--- config.mk ---
export PLATFORM = sky130hd
export DESIGN_NAME = r16_bu_scheduler_flat
export DESIGN_NICKNAME = d
export VERILOG_FILES = /design/src/rtl/r16_bu_scheduler_if.sv /design/src/rtl/r16_bu_scheduler.sv /design/src/flat_wrapper.sv
export SDC_FILE = /design/constraint.sdc
export NUM_CORES = 1
export LEC_CHECK = 0
export CORE_AREA = 2 2 94 164
export CTS_CLUSTER_SIZE = 30
export DETAILED_ROUTE_END_ITERATION = 6
export DIE_AREA = 0 0 96 166
export HOLD_SLACK_MARGIN = 0.1
export PLACE_DENSITY = 0.55
export SLEW_MARGIN = 5
export SYNTH_ARGS = -nofsm -noshare
export SYNTH_HDL_FRONTEND = slang
export SYNTH_SLANG_ARGS = --single-unit
--- constraint.sdc ---
create_clock -name clk -period 8.1 [get_ports clk]
set_clock_uncertainty 0.05 [all_clocks]
set_input_delay 0.81 -clock clk [delete_from_list [all_inputs] [get_ports clk]]
set_output_delay 0.81 -clock clk [all_outputs]
set_load 0.02 [all_outputs]
--- src/rtl/r16_bu_scheduler_if.sv ---
// Issue/write-back bundle between the radix-16 butterfly scheduler and its host.
// R16_SCHED_PERF_EN adds the stall_cnt observation signal.
interface r16_bu_scheduler_if #(
  parameter int GROUP_AW = 4,
  parameter int STAGE_W  = 4
);
  logic                        start;
  logic [GROUP_AW:0]           num_groups;
  logic [STAGE_W-1:0]          stage_idx;
  logic                        stall;
  logic                        busy;
  logic                        done;
  logic                        rd_en;
  logic [GROUP_AW-1:0]         rd_grp;
  logic [STAGE_W+GROUP_AW-1:0] tw_addr;
  logic                        wr_en;
  logic [GROUP_AW-1:0]         wr_grp;
`ifdef R16_SCHED_PERF_EN
  logic [15:0]                 stall_cnt;

  modport master (
    output start, num_groups, stage_idx, stall,
    input  busy, done, rd_en, rd_grp, tw_addr, wr_en, wr_grp, stall_cnt
  );
  modport slave (
    input  start, num_groups, stage_idx, stall,
    output busy, done, rd_en, rd_grp, tw_addr, wr_en, wr_grp, stall_cnt
  );
`else
  modport master (
    output start, num_groups, stage_idx, stall,
    input  busy, done, rd_en, rd_grp, tw_addr, wr_en, wr_grp
  );
  modport slave (
    input  start, num_groups, stage_idx, stall,
    output busy, done, rd_en, rd_grp, tw_addr, wr_en, wr_grp
  );
`endif
endinterface

--- src/rtl/r16_bu_scheduler.sv ---
// Sequences one NTT pass through the radix-16 butterfly pipe: issues groups, tracks them
// through the read + butterfly latency, strobes write-back. R16_SCHED_PERF_EN adds stall_cnt.
//
// state  | meaning
// IDLE   | waiting for start; N and stage latched on accept
// ISSUE  | one group read per non-stalled cycle
// DRAIN  | all groups issued, waiting for in-flight results
// DONE   | one-cycle done pulse, busy still high
module r16_bu_scheduler #(
  parameter int GROUP_AW   = 4,
  parameter int STAGE_W    = 4,
  parameter int BU_LATENCY = 20,
  parameter int MEM_LAT    = 1
) (
  input  logic                 clk,
  input  logic                 rst,
  r16_bu_scheduler_if.slave    bus
);

  localparam int TAG_LAT = MEM_LAT + BU_LATENCY;
  localparam int PIPE_D  = TAG_LAT - 1;
  localparam int IFL_W   = GROUP_AW + 2;

  typedef enum logic [1:0] {S_IDLE, S_ISSUE, S_DRAIN, S_DONE} state_t;

  state_t              state_q, state_d;
  logic [GROUP_AW:0]   num_q, num_d;
  logic [STAGE_W-1:0]  stage_q, stage_d;
  logic [GROUP_AW-1:0] cnt_q, cnt_d;
  logic [IFL_W-1:0]    ifl_q, ifl_d;
  logic [PIPE_D-1:0]   tag_vld_q;
  logic [GROUP_AW-1:0] tag_grp_q [PIPE_D];
  logic                wr_en_q;
  logic [GROUP_AW-1:0] wr_grp_q;
  logic                rd_en;

  assign rd_en = (state_q == S_ISSUE) && !bus.stall;

  always_comb begin
    ifl_d = ifl_q;
    case ({rd_en, wr_en_q})
      2'b10:   ifl_d = ifl_q + IFL_W'(1);
      2'b01:   ifl_d = ifl_q - IFL_W'(1);
      default: ifl_d = ifl_q;
    endcase
  end

  always_comb begin
    state_d = state_q;
    num_d   = num_q;
    stage_d = stage_q;
    cnt_d   = cnt_q;
    case (state_q)
      S_IDLE: begin
        if (bus.start) begin
          num_d   = bus.num_groups;
          stage_d = bus.stage_idx;
          cnt_d   = '0;
          state_d = (bus.num_groups == '0) ? S_DONE : S_ISSUE;
        end
      end
      S_ISSUE: begin
        if (rd_en) begin
          // counter wraps to 0 after the last group of a full 2^GROUP_AW pass
          cnt_d = cnt_q + GROUP_AW'(1);
          if ({1'b0, cnt_q} == num_q - (GROUP_AW+1)'(1)) state_d = S_DRAIN;
        end
      end
      S_DRAIN: begin
        // look at next-cycle count so done follows the last wr_en directly
        if (ifl_d == '0) state_d = S_DONE;
      end
      S_DONE:  state_d = S_IDLE;
      default: state_d = S_IDLE;
    endcase
  end

  always_ff @(posedge clk or negedge rst) begin
    if (!rst) begin
      state_q <= S_IDLE;
      num_q   <= '0;
      stage_q <= '0;
      cnt_q   <= '0;
      ifl_q   <= '0;
    end else begin
      state_q <= state_d;
      num_q   <= num_d;
      stage_q <= stage_d;
      cnt_q   <= cnt_d;
      ifl_q   <= ifl_d;
    end
  end

  // tag pipe plus the wr_en output register together span MEM_LAT+BU_LATENCY cycles
  always_ff @(posedge clk or negedge rst) begin
    if (!rst) begin
      tag_vld_q <= '0;
      for (int i = 0; i < PIPE_D; i++) tag_grp_q[i] <= '0;
      wr_en_q   <= 1'b0;
      wr_grp_q  <= '0;
    end else begin
      tag_vld_q    <= {tag_vld_q[PIPE_D-2:0], rd_en};
      tag_grp_q[0] <= cnt_q;
      for (int i = 1; i < PIPE_D; i++) tag_grp_q[i] <= tag_grp_q[i-1];
      wr_en_q      <= tag_vld_q[PIPE_D-1];
      wr_grp_q     <= tag_grp_q[PIPE_D-1];
    end
  end

`ifdef R16_SCHED_PERF_EN
  logic [15:0] stall_cnt_q, stall_cnt_d;
  logic        start_acc;

  assign start_acc = (state_q == S_IDLE) && bus.start;

  always_comb begin
    stall_cnt_d = stall_cnt_q;
    if (start_acc)
      stall_cnt_d = '0;
    else if ((state_q == S_ISSUE) && bus.stall && (stall_cnt_q != 16'hFFFF))
      stall_cnt_d = stall_cnt_q + 16'd1;
  end

  always_ff @(posedge clk or negedge rst) begin
    if (!rst) stall_cnt_q <= '0;
    else      stall_cnt_q <= stall_cnt_d;
  end

  assign bus.stall_cnt = stall_cnt_q;
`endif

  assign bus.busy    = (state_q != S_IDLE);
  assign bus.done    = (state_q == S_DONE);
  assign bus.rd_en   = rd_en;
  assign bus.rd_grp  = cnt_q;
  assign bus.tw_addr = {stage_q, cnt_q};
  assign bus.wr_en   = wr_en_q;
  assign bus.wr_grp  = wr_grp_q;

endmodule

--- src/flat_wrapper.sv ---
// flat-port wrapper written by rule: the top's interface ports become plain ports
module r16_bu_scheduler_flat 
#(
  parameter int GROUP_AW   = 4,
  parameter int STAGE_W    = 4,
  parameter int BU_LATENCY = 20,
  parameter int MEM_LAT    = 1
)
  (clk, rst, bus_start, bus_num_groups, bus_stage_idx, bus_stall, bus_busy, bus_done, bus_rd_en, bus_rd_grp, bus_tw_addr, bus_wr_en, bus_wr_grp);
  r16_bu_scheduler_if #(.GROUP_AW(GROUP_AW), .STAGE_W(STAGE_W)) bus_i ();
  input  logic clk;
  input  logic rst;
  input wire logic [$bits(bus_i.start)-1:0] bus_start;
  input wire logic [$bits(bus_i.num_groups)-1:0] bus_num_groups;
  input wire logic [$bits(bus_i.stage_idx)-1:0] bus_stage_idx;
  input wire logic [$bits(bus_i.stall)-1:0] bus_stall;
  output wire logic [$bits(bus_i.busy)-1:0] bus_busy;
  output wire logic [$bits(bus_i.done)-1:0] bus_done;
  output wire logic [$bits(bus_i.rd_en)-1:0] bus_rd_en;
  output wire logic [$bits(bus_i.rd_grp)-1:0] bus_rd_grp;
  output wire logic [$bits(bus_i.tw_addr)-1:0] bus_tw_addr;
  output wire logic [$bits(bus_i.wr_en)-1:0] bus_wr_en;
  output wire logic [$bits(bus_i.wr_grp)-1:0] bus_wr_grp;
  assign bus_i.start = bus_start;
  assign bus_i.num_groups = bus_num_groups;
  assign bus_i.stage_idx = bus_stage_idx;
  assign bus_i.stall = bus_stall;
  assign bus_busy = bus_i.busy;
  assign bus_done = bus_i.done;
  assign bus_rd_en = bus_i.rd_en;
  assign bus_rd_grp = bus_i.rd_grp;
  assign bus_tw_addr = bus_i.tw_addr;
  assign bus_wr_en = bus_i.wr_en;
  assign bus_wr_grp = bus_i.wr_grp;
  r16_bu_scheduler #(.GROUP_AW(GROUP_AW), .STAGE_W(STAGE_W), .BU_LATENCY(BU_LATENCY), .MEM_LAT(MEM_LAT)) u_core (.clk(clk), .rst(rst), .bus(bus_i));
endmodule
### After elaboration in Yosys (flattened, before gate mapping)

Index checks and enable logic that the tools add are counted.

| word-level totals | value |
|---|---|
| register bits | 126 |
| input port bits | 13 |

| cells by class | value |
|---|---|
| add/subtract/negate cells | 4 |
| equality and inequality tests | 10 |
| mux-type cells | 10 |
| reductions and logical operators | 10 |

Operator list:

| cell | count |
|---|---|
| 6-bit case mux with 2 select lines | 1 |
| 2-bit 2-to-1 mux | 5 |
| 4-bit 2-to-1 mux | 2 |
| 2-bit case mux with 4 select lines | 1 |
| 4-bit case mux with 2 select lines | 1 |
| 6-bit by 1-bit adder with 6-bit output, second input constant | 1 |
| 2-bit == test, second input constant | 3 |
| 6-bit logical NOT | 1 |
| 6-bit by 1-bit subtractor with 6-bit output, second input constant | 1 |
| 4-bit by 5-bit == test with 1-bit output | 1 |
| 5-bit logical NOT | 1 |
| 5-bit by 1-bit subtractor with 5-bit output, second input constant | 1 |
| 4-bit by 1-bit adder with 4-bit output, second input constant | 1 |
| 2-bit by 1-bit == test with 1-bit output, second input constant | 2 |
| 2-bit by 1-bit inequality test with 1-bit output, second input constant | 2 |
| 2-bit inequality test, second input constant | 2 |
| 4-bit AND reduction | 1 |
| 2-bit nonzero test | 2 |
| 3-bit AND reduction | 1 |
| 2-bit logical NOT | 1 |
| 2-bit AND reduction | 1 |
| 1-bit logical AND | 1 |
| 1-bit logical NOT | 1 |

### Depth between registers and ports, before layout

| depth | value |
|---|---|
| word-level depth | 7 |
| mapped depth | 14 |

### Worst setup path after synthesis

No wires, ideal clock.

| timing path | value |
|---|---|
| kind | reg2reg |
| start point | reg u_core.state_q[1] |
| end point | reg u_core.state_q[0] |
| setup time | 0.082 ns |
| data arrival time | 3.046 ns |
| required time | 7.968 ns |
| setup slack | 4.923 ns |
| cell stages (with the launch flop) | 15 |
| clock period less this slack | 3.177 ns |
| cells stage by stage | dfrtp_1 -> inv_1 -> ha_1 -> clkbuf_1 -> nand2_1 -> ha_1 -> buf_2 -> xor2_1 -> ha_1 -> a211o_1 -> a31oi_1 -> a221oi_1 -> nor3_1 -> or3b_1 -> a31oi_1 |

| on the way | value |
|---|---|
| longest elaborated chain between the ends | 7 |

Ends and longest elaborated chain:

| element | RTL line | text |
|---|---|---|
| start, declared | r16_bu_scheduler.sv:26 | `state_t state_q, state_d;` |
| start signal, assigned | r16_bu_scheduler.sv:86 | `state_q <= state_d;` |
| 2-bit by 1-bit == test with 1-bit output * | r16_bu_scheduler.sv:37 | `assign rd_en = (state_q == S_ISSUE) && !bus.stall;` |
| 1-bit logical AND * | r16_bu_scheduler.sv:37 |  |
| 2-bit by 1-bit == test with 1-bit output or 2-bit == test (tied branches) | r16_bu_scheduler.sv:41 | `case ({rd_en, wr_en_q})` |
| 6-bit case mux with 2 select lines * | r16_bu_scheduler.sv:41 |  |
| via u_core.ifl_d[4] | r16_bu_scheduler.sv:30 | `logic [IFL_W-1:0] ifl_q, ifl_d;` |
| 6-bit logical NOT * | r16_bu_scheduler.sv:71 | `if (ifl_d == '0) state_d = S_DONE;` |
| 2-bit by 1-bit inequality test with 1-bit output (no source line) * | -- |  |
| 4-bit AND reduction (no source line) * | -- |  |

The timed path passes the listed nets; every way through them passes the cells marked *.
A chain may end at the register's enable or synchronous reset.

### Worst setup path in the final report

| timing path | value |
|---|---|
| start point | in bus_stall |
| end point | reg u_core.state_q[0] |

| on the way | value |
|---|---|
| longest elaborated chain between the ends | 7 |

Ends and longest elaborated chain:

| element | RTL line | text |
|---|---|---|
| start, declared | flat_wrapper.sv:16 | `input wire logic [$bits(bus_i.stall)-1:0] bus_stall;` |
| 1-bit logical NOT * | r16_bu_scheduler.sv:37 |  |
| 1-bit logical AND * | r16_bu_scheduler.sv:37 |  |
| 2-bit by 1-bit == test with 1-bit output or 2-bit == test (tied branches) | r16_bu_scheduler.sv:41 |  |
| 6-bit case mux with 2 select lines * | r16_bu_scheduler.sv:41 |  |
| via u_core.ifl_d[4] | r16_bu_scheduler.sv:30 |  |
| 6-bit logical NOT * | r16_bu_scheduler.sv:71 |  |
| 2-bit by 1-bit inequality test with 1-bit output (no source line) * | -- |  |
| 4-bit AND reduction (no source line) * | -- |  |

Marks and branches as above.

==> reports/metrics.csv <==
stage,metric,value,unit
clock_tree,# hold bufs at CTS,0,
grt,pin count of the biggest net entering global routing,84,
timing,final period utilization,0.4386,
run,total of max-cap violations,0,
grt,Overall Global Routing Usage,0.09147,
clock_tree,Post-CTS Setup Bufs,0,
synthesis,Mean Syn Cell Area,15.69,sq um
timing,Final Slew Violations,0,
clock_tree,Clock transition at path regs,60,ps
timing,unrepaired setup endpoints after global routing,no,
synthesis,#FFs+latches synth,126,
setup_path,Worst Setup End Kind,flip-flop,
setup_path,Worst EP arrival,3830,ps
power,total power,2.097,mW
synthesis,Syn Inst Count,264,
layout,most frequent cells in the layout,"dfrtp_1, clkdlybuf4s50_1, clkbuf_16",
power,Switching Fraction,0.3036,
place,PortBufs,32,
synthesis,Synthesized Nets,287,
route,routed vias/inst,4.372,
power,combinational power share,0.215,
setup_path,CP startpoint,bus_stall,
setup_path,end of the critical path,u_core.state_q[0],
timing,slew at the pin closest to its max-slew limit,984.3,ps
synthesis,"FFs w/ async S/R, synth",1.000,
power,PD cells,405.3,nW/um^2
synthesis,Synth cell types,46,
route,routed length per instance,12.77,um
power,internal power,1.460,mW
power,Peak supply drop,0.0002441,V
grt,antenna violations before repair,0,
synthesis,Synth Cell Area,4143,sq um
grt,first-pass GRT wire length,11.02,mm
power,sequential share of power,0.453,
route,Detailed Route Iter0 Violations,77,
worst_hold_path,Hold WC Path Type,flip-flop to flip-flop,
timing,TNS Setup,0,ps
die,Die Width,96,um
clock_tree,H-tree depth,4,
die,initial cell density of the core,0.2820,
setup_path,CP Launch Type,input port,
setup_path,FF-to-FF path depth,12,
synthesis,"Seq/Total Area, Yosys",0.7611,
power,Clk network pwr share,0.332,
synthesis,top cell type's share of synthesized area,0.7611,
clock_tree,CTS tree,done,
setup_path,RR Startpoint,u_core.state_q[1],
layout,fin nets,327,
route,Final ANT Viol Nets,0,
clock_tree,Post-CTS Resized,0,
grt,total global routing overflow,0,
timing,Period minus WS final,3553,ps
route,drt drc,0,
die,core area,14690,sq um
synthesis,ys flop type,dfrtp_1,
route,drt total wl,6.386,mm
setup_path,worst path required time,8370,ps
route,router iterations before antenna repair,4,
layout,Fillers,1388,
synthesis,yosys warns,0,
setup_path,Crit Path Category,input port to flip-flop,
grt,met3 GRT Util,0.03993,
power,Leak,2.433,nW
place,Final Wtd Congestion,0.7351,
layout,layout cells sized above 1,0.1451,
die,row cnt,59,
power,P_sw,0.6365,mW
run_status,status,"complete, no violations",
clock_tree,root buf cell,clkbuf_16,
setup_path,RR Endpoint,u_core.state_q[0],
synthesis,Synth area leaders,"dfrtp_1, ha_1, mux2_2",
die,Die Ht,166,um
grt,GR Util met2,0.1365,
setup_path,worst-path fanout max,12,
synthesis,leading area contributor after synthesis,dfrtp_1,
clock_tree,Clock Tree Buf Depth,2,
timing,Slew Limit Headroom,0.3438,
clock_tree,TritonCTS buffer count,17,
setup_path,flop-to-flop setup slack,4620,ps
clock_tree,"Clk Latency, worst-skew pair",410,ps
timing,hold violation total from the final report,0,
die,die area,15940,sq um
route,Via Count,2186,
synthesis,Post-synth EDFFs,0,
grt,gr busiest metal,met2,
die,num ports,33,
place,DPL Wire Length,3.860,mm
layout,synthesis-to-finish area growth,24.89,%
timing,final setup fails,0,
grt,met1 Track Usage GR,0.1083,
clock_tree,sinks on the clock net,126,
timing,highest clock rate,0.2815,GHz
layout,"commonest non-fill, non-tap cell in the layout",dfrtp_1,
grt,vias in the first global route,2297,
layout,antenna cell count,0,
[per-stage QoR]
step / area, sq um / setup slack (ps) / utilization / std cells / hold WS (ps)
after floorplan: 4143 / 4923 / - / 264 / 281.2
after global placement: 4617 / 4293 / 0.3143 / 468 / 283.5
after detailed placement: 4617 / 4114 / 0.3143 / 468 / 284.7
after CTS: 5174 / 4562 / 0.3522 / 500 / 293.0
after global routing: 5174 / 4316 / 0.3522 / 500 / 298.9
final: 5174 / 4547 / 0.3522 / 500 / 293.2
[Yosys cell counts (2+ instances only)]
| cell | count |
|---|---|
| buf_6 | 2 |
| mux2i_1 | 3 |
| xor2_1 | 3 |
| xnor2_1 | 6 |
| clkbuf_1 | 2 |
| ha_1 | 10 |
| a21oi_1 | 5 |
| a41oi_1 | 2 |
| buf_2 | 4 |
| nor3_1 | 5 |
| o311ai_0 | 3 |
| nand3b_1 | 2 |
| nor2b_1 | 5 |
| nor4_1 | 2 |
| nand3_1 | 4 |
| buf_4 | 4 |
| nand2_1 | 9 |
| a211o_1 | 2 |
| mux2_2 | 9 |
| o21ai_0 | 6 |
| nor4b_1 | 2 |
| a31oi_1 | 3 |
| nand4_1 | 2 |
| o31ai_1 | 3 |
| nand4b_1 | 2 |
| inv_1 | 14 |
| dfrtp_1 | 126 |
| nor2_1 | 6 |
[worst max-delay path: stages]
cell             delay [ps]
clkdlybuf4s50_1         480
inv_1                   160
nand2_1                 110
ha_1                    340
xor2_1                  210
ha_1                    230
a211o_1                 320
a31oi_1                 180
a221oi_1                120
nor3_1                  300
or3b_1                  390
a31oi_1                 170
[power groups by stage]
stage	combinational, mW	sequential (mW)	clock (mW)
after global routing	0.503	0.975	0.755
after floorplan	0.314	0.938	0
final	0.450	0.950	0.697
after detailed placement	0.452	0.958	0
after CTS	0.453	0.953	0.721
after global placement	0.440	0.954	0
[cells by family (layout without fill, tap and decap cells)]
kind of cell | count (synthesis) | in the layout | share of synthesized area
XOR/XNOR | 9 | 9 | 0.01903
buffers and inverters | 26 | 79 | 0.03202
adder cells (fa/ha/maj) | 10 | 10 | 0.03020
flip-flops | 126 | 126 | 0.7611
multiplexers | 12 | 12 | 0.03171
AND/OR/NAND/NOR | 48 | 48 | 0.06796
AO/OA/AOI/OAI | 33 | 33 | 0.05799
[layout make-up]
cell class	count	area [sq um]	share of cell area
inverters	14	52.55	0.01016
clock buffers	19	452.9	0.08755
well taps	183	229.0	0.04426
repair buffers	33	325.3	0.06288
flip-flops and latches	126	3153	0.6094
clock inverters	13	103.9	0.02007
multi-input cells	112	857.1	0.1657
[flip-flops by register name (all words and copies together) (netlist names)]
register,count
u_core.num_q,5
u_core.ifl_q,6
u_core.tag_grp_q,80
u_core.bus.rd_grp,4
u_core.bus.wr_en,1
u_core.bus.wr_grp,4
u_core.state_q,2
u_core.tag_vld_q,20
u_core.stage_q,4
[layer usage]
| metal | share of wire | vias up |
|---|---|---|
| li1 | - | 988 |
| met1 | 0.42 | 1126 |
| met2 | 0.50 | 56 |
| met3 | 0.043 | 16 |
| met4 | 0.028 | 0 |
| met5 | 0 | - |
[worst min-delay path by stage]
stage | to | cells after the start | startpoint | slack (ps)
6_report | u_core.tag_grp_q[10] | 0 | u_core.tag_grp_q[14] | 290
5_1_grt | u_core.tag_grp_q[17] | 0 | u_core.tag_grp_q[21] | 300
4_1_cts | u_core.tag_grp_q[40] | 0 | u_core.tag_grp_q[44] | 290
3_5_place_dp | u_core.tag_grp_q[35] | 0 | u_core.tag_grp_q[39] | 280
3_3_place_gp | u_core.tag_grp_q[71] | 0 | u_core.tag_grp_q[75] | 280
2_1_floorplan | u_core.bus.wr_en | 0 | u_core.tag_vld_q[19] | 280
(Power assumes the default switching activity.)
